[src/rtl/boot_loader_pkg.sv]
// Shared defines for the boot loader: codebase widths, header/word framing and FSM encoding.
package boot_loader_pkg;

    localparam int unsigned datawidth      = 32;
    localparam int unsigned im_addr_width  = 8;
    localparam int unsigned HDR_LEN        = 2;
    localparam int unsigned BYTES_PER_WORD = datawidth / 8;

    typedef enum logic [2:0] {
        HDR0,
        HDR1,
        DATA,
        CHK,
        DONE
    } state_t;

endpackage

[src/rtl/boot_loader_byte_packer.sv]
// byte_packer: shifts MSB-first bytes into a word and pulses word_done the cycle after the last byte.
module byte_packer
    import boot_loader_pkg::*;
#(
    parameter int unsigned BPW = BYTES_PER_WORD
) (
    input  logic                 clk,
    input  logic                 rst,
    input  logic                 valid,
    input  logic [7:0]           data,
    output logic                 last,
    output logic [BPW*8-1:0]     word,
    output logic                 word_done
);

    localparam int unsigned DW   = BPW * 8;
    localparam int unsigned CW   = (BPW > 1) ? $clog2(BPW) : 1;

    logic [CW-1:0] cnt;
    logic [DW-1:0] sr;

    always_comb begin
        last = valid && (cnt == CW'(BPW - 1));
        word = sr;
    end

    always_ff @(posedge clk) begin
        if (rst) begin
            sr        <= '0;
            cnt       <= '0;
            word_done <= 1'b0;
        end else begin
            word_done <= last;
            if (valid) begin
                sr  <= {sr[DW-9:0], data};
                cnt <= last ? '0 : cnt + CW'(1);
            end
        end
    end

endmodule

[src/rtl/boot_loader.sv]
// boot_loader: loads a length-prefixed word image from a byte stream into instruction memory,
// holding the CPU in reset until done. Define BOOT_CHECKSUM_EN to require a trailing XOR checksum byte.
module boot_loader
    import boot_loader_pkg::*;
#(
    parameter int unsigned DATAWIDTH = datawidth,
    parameter int unsigned IM_ADDR_W = im_addr_width
) (
    input  logic                 clk,
    input  logic                 rst,
    input  logic                 rx_valid_i,
    input  logic [7:0]           rx_data_i,
    output logic                 rx_ready_o,
    output logic                 im_we_o,
    output logic [IM_ADDR_W-1:0] im_addr_o,
    output logic [DATAWIDTH-1:0] im_din_o,
    output logic                 cpu_rst_o,
    output logic                 done_o,
    output logic                 err_o
);

    localparam int unsigned CNT_W = HDR_LEN * 8;

`ifdef BOOT_CHECKSUM_EN
    localparam state_t AFTER_DATA = CHK;
`else
    localparam state_t AFTER_DATA = DONE;
`endif

    state_t               state;
    state_t               next_state;
    logic [7:0]           cnt_hi;
    logic [CNT_W-1:0]     remaining;
    logic [IM_ADDR_W-1:0] index;
    logic                 xfer;
    logic                 pack_valid;
    logic                 last;
    logic                 word_done;
    logic [DATAWIDTH-1:0] word;
    logic                 err;
    logic                 done;

    assign xfer       = rx_valid_i && rx_ready_o;
    assign pack_valid = xfer && (state == DATA);

    byte_packer #(
        .BPW (DATAWIDTH / 8)
    ) u_packer (
        .clk       (clk),
        .rst       (rst),
        .valid     (pack_valid),
        .data      (rx_data_i),
        .last      (last),
        .word      (word),
        .word_done (word_done)
    );

    always_ff @(posedge clk) begin
        if (rst) begin
            state     <= HDR0;
            cnt_hi    <= '0;
            remaining <= '0;
            index     <= '0;
        end else begin
            state <= next_state;
            if (xfer && state == HDR0)
                cnt_hi <= rx_data_i;
            if (xfer && state == HDR1)
                remaining <= {cnt_hi, rx_data_i};
            else if (last)
                remaining <= remaining - CNT_W'(1);
            if (word_done)
                index <= index + IM_ADDR_W'(1);
        end
    end

    // Leave DATA on the final byte so DONE coincides with the last word's write strobe.
    always_comb begin
        next_state = state;
        unique case (state)
            HDR0: if (xfer) next_state = HDR1;
            HDR1: if (xfer) next_state = ({cnt_hi, rx_data_i} == '0) ? AFTER_DATA : DATA;
            DATA: if (last && remaining == CNT_W'(1)) next_state = AFTER_DATA;
            CHK:  if (xfer) next_state = DONE;
            DONE: next_state = DONE;
            default: next_state = HDR0;
        endcase
    end

`ifdef BOOT_CHECKSUM_EN
    logic [7:0] csum;

    always_ff @(posedge clk) begin
        if (rst) begin
            csum <= '0;
            err  <= 1'b0;
        end else if (xfer) begin
            if (state == CHK) begin
                if (rx_data_i != csum)
                    err <= 1'b1;
            end else begin
                csum <= csum ^ rx_data_i;
            end
        end
    end
`else
    assign err = 1'b0;
`endif

    always_comb begin
        done       = (state == DONE) && !err;
        rx_ready_o = (state != DONE);
        done_o     = done;
        cpu_rst_o  = !done;
        err_o      = err;
        im_we_o    = word_done;
        im_addr_o  = index;
        im_din_o   = word;
    end

endmodule

[config.mk]
export PLATFORM = sky130hd
export DESIGN_NAME = boot_loader
export DESIGN_NICKNAME = d
export VERILOG_FILES = /design/src/rtl/boot_loader_pkg.sv /design/src/rtl/boot_loader_byte_packer.sv /design/src/rtl/boot_loader.sv
export SDC_FILE = /design/constraint.sdc
export NUM_CORES = 1
export LEC_CHECK = 0
export ABC_AREA = 1
export CORE_MARGIN = 1
export CORE_UTILIZATION = 42
export DETAILED_ROUTE_END_ITERATION = 10
export GPL_TIMING_DRIVEN = 1
export PLACE_DENSITY = 0.77
export SLEW_MARGIN = 25
export SYNTH_ARGS = -nofsm -noshare
export SYNTH_HDL_FRONTEND = slang
export SYNTH_SLANG_ARGS = --single-unit
[constraint.sdc]
create_clock -name clk -period 1.55 [get_ports clk]
set_clock_uncertainty 0.1 [all_clocks]
set_input_delay 0.31 -clock clk [delete_from_list [all_inputs] [get_ports clk]]
set_output_delay 0.31 -clock clk [all_outputs]
set_load 0.01 [all_outputs]
==> metrics.txt <==
Hold/Removal Path Class reg -> reg; Fmax achieved 615 MHz; root buffer cell clkbuf_8; Power Density 1510 mW/mm²; drt total wl 8.68 mm; Post-Place Cells between 600 and 700; chip width around 89 µm; final setup vio count 14; ys async rst share 0%; setup slack at placement -0.306 ns; period utilization 105%; RSZ-0062 raised after global routing yes; Area Growth Syn to Fin 42.2%; gp weighted congestion around 0.87; Worst VDD drop 1070 µV; FF-to-FF path depth 8; Slew Viols, Final 0; Synth top area share 43.8%; DP Area around 0.0041 mm²; Iter 0 DRT Violations ~240; antenna violations before repair 0; antenna violation net count after detailed routing 0; mux cell area share after synthesis 0%; Post-Synth Simple-Gate Area between 20% and 30%; Reg2Reg Setup Slack -0.07 ns; Max clock buf depth 2; CP Data Required Time 1.68 ns; crit path DAT 1.75 ns; Site Rows 31; CP startpoint state[1]$_SDFFE_PP0P_; Reg-to-Reg End remaining[5]$_SDFFE_PP0P_; Initial Util 43.9%; Die Ht roughly 89 µm; routed vias ~3,400; Synth area leaders dfxtp_1 44%, nor2_1 12%, nand2_1 8.4%; failing checks setup timing; Hold Vio Cnt, Final 0; Non-Filler Instances between 600 and 700; IO Pins 56; vias in the first global route 2,968; outcome finished with violations; share of layout cells above drive strength 1 20.0%; PnR worst setup slack -0.0750 ns; GRT overflow 0; Avg Synthesized Cell Area 6.87 µm²; YS warnings 0; CTS buffer count 9; Avg WL per Cell 13.0 µm; net count after synthesis ~480; post-synthesis adder-cell area fraction 1.56%; first drt pass iteration count 4; XOR/XNOR Fraction of Synth Area 0.547%; post-synth top area cell dfxtp_1; hold slack 0.348 ns; Port Buffers 54; reg2reg start state[1]$_SDFFE_PP0P_; Worst setup EP type flop; count leader, synth nor2_1; Cell variety after synth 32; fraction of the yosys area taken by sequential cells a little over two fifths; Tmin final 1.62 ns; GRT Util Overall 21.8%; kind of critical path reg -> reg; via/cell ratio 5.03; global-route wire length before repair approximately 13 mm; max_cap viols 0; static leakage 2.18 nW; # diodes 0; Remaining DRCs 0; H-Tree Depth 3; Syn Inst Count 466; CTS tree done; most frequent cells after synthesis 101 x nor2_1, 72 x nand2_1, 70 x dfxtp_1, 51 x inv_1, 49 x o21ai_0; #FFs+latches synth 70; Total Die Area between 0.007 and 0.008 mm²; Skew-Pair Late Insertion Delay 0.34 ns; largest net degree at the start of global routing 33; Post-synth EDFFs 0; fin util 62.4%; hpwl dp about 6.0 mm; Startpoint Class flop; Crit Path Max Fanout 5; CP endpoint remaining[5]$_SDFFE_PP0P_; ys flop type dfxtp_1; Final #Nets 581; complex-gate fraction of the synthesized area 15.8%; largest family of logic cells by synthesized area simple AND/OR/NAND/NOR gates; CTS clock-pin slew for the worst setup and hold paths 0.08 ns; Layout Cell Area excl Fill between 0.004 and 0.005 mm²; core area 0.00729 mm²; clock sink total 70; post-synthesis cell area 0.00320 mm²; CTS Hold Bufs 0
## layer usage
layer	routed length (µm)	GRT usage (%)	share of wire, %	up-vias
met5	0	0	0	-
met4	140	8.66	1.6	0
met3	452	4.62	5.2	15
met2	4320	36.5	50	97
met1	3770	27.4	43	1566
li1	-	-	-	1692
## worst max-delay path, stage by stage, from the launching register on
cell	delay [ns]
dfxtp_2	0.33
buf_6	0.11
buf_4	0.13
nor3_4	0.21
nand2_4	0.16
nand2_4	0.16
o21ai_1	0.11
a21oi_1	0.16
nor2_1	0.05
## power breakdown
part           internal (mW)  leakage (nW)  switching, mW
registers               2.15         0.571          0.249
clock network          0.904         0.106          0.688
logic                   1.27          1.50           1.61
## worst min path at each step
| stage | from | to | cells after the start | slack (ns) |
|---|---|---|---|---|
| finish | im_addr_o[7]$_SDFFE_PP0P_ | im_addr_o[7]$_SDFFE_PP0P_ | 1 | 0.35 |
| global route | im_addr_o[7]$_SDFFE_PP0P_ | im_addr_o[7]$_SDFFE_PP0P_ | 1 | 0.39 |
| CTS | im_addr_o[7]$_SDFFE_PP0P_ | im_addr_o[7]$_SDFFE_PP0P_ | 1 | 0.36 |
| detailed placement | im_addr_o[7]$_SDFFE_PP0P_ | im_addr_o[7]$_SDFFE_PP0P_ | 1 | 0.35 |
| global placement | im_addr_o[7]$_SDFFE_PP0P_ | im_addr_o[7]$_SDFFE_PP0P_ | 1 | 0.34 |
| floorplan | cnt_hi[6]$_SDFFE_PP0P_ | cnt_hi[6]$_SDFFE_PP0P_ | 2 | 0.34 |
## cell type report
type / count / area [µm²]
repair buffers: 106 / 945
repair inverters: 1 / 6.26
fillers: 653 / 2740
flip-flops and latches: 70 / 1410
well taps: 99 / 124
clock inverters: 6 / 86.3
multi-input cells: 320 / 1620
clock buffers: 10 / 128
inverters: 58 / 238
## cells by family (layout without fill, tap and decap cells)
group | count (synthesis) | count (layout)
and+or+nand+nor | 216 | 217
DFF | 70 | 70
xor gates and xnor gates | 2 | 2
buffers and inverters | 77 | 181
other | 1 | 1
AOI/OAI and AO/OA | 96 | 96
adders and majority gates | 4 | 4
## flip-flops by register name, indices dropped and copies added, names as in the netlist
name and cells:
remaining 16, state 3, cnt_hi 8, u_packer.word_done 1, im_addr_o 8, u_packer.cnt 2, u_packer.word 32
## cell usage in the layout, fill, tap and decap left out, types with 5 or more instances in the layout
cell type,instances
nand3_1,23
o21ai_1,26
nand2_1,69
clkdlybuf4s50_1,10
a21oi_1,29
buf_6,8
nor2_2,5
dlygate4sd2_1,41
clkbuf_8,9
dfxtp_1,64
dfxtp_2,6
o21ai_0,24
buf_4,40
inv_1,51
nor2_1,94
## through the flow
stage	setup TNS [ns]	power [mW]
2_1_floorplan	0	3.89
3_3_place_gp	-10.74	4.89
3_5_place_dp	-14.31	4.96
4_1_cts	-0.271	6.55
5_1_grt	-2.12	7.33
6_report	-0.376	6.86
## repair_timing
item                                    CTS  global route
pin swaps                                 3             8
cloned                                    1             1
gates resized for setup                  63            71
setup buffers                             3             6
endpoints found under the setup margin   49            59
Power figures use the tool's default switching activity.
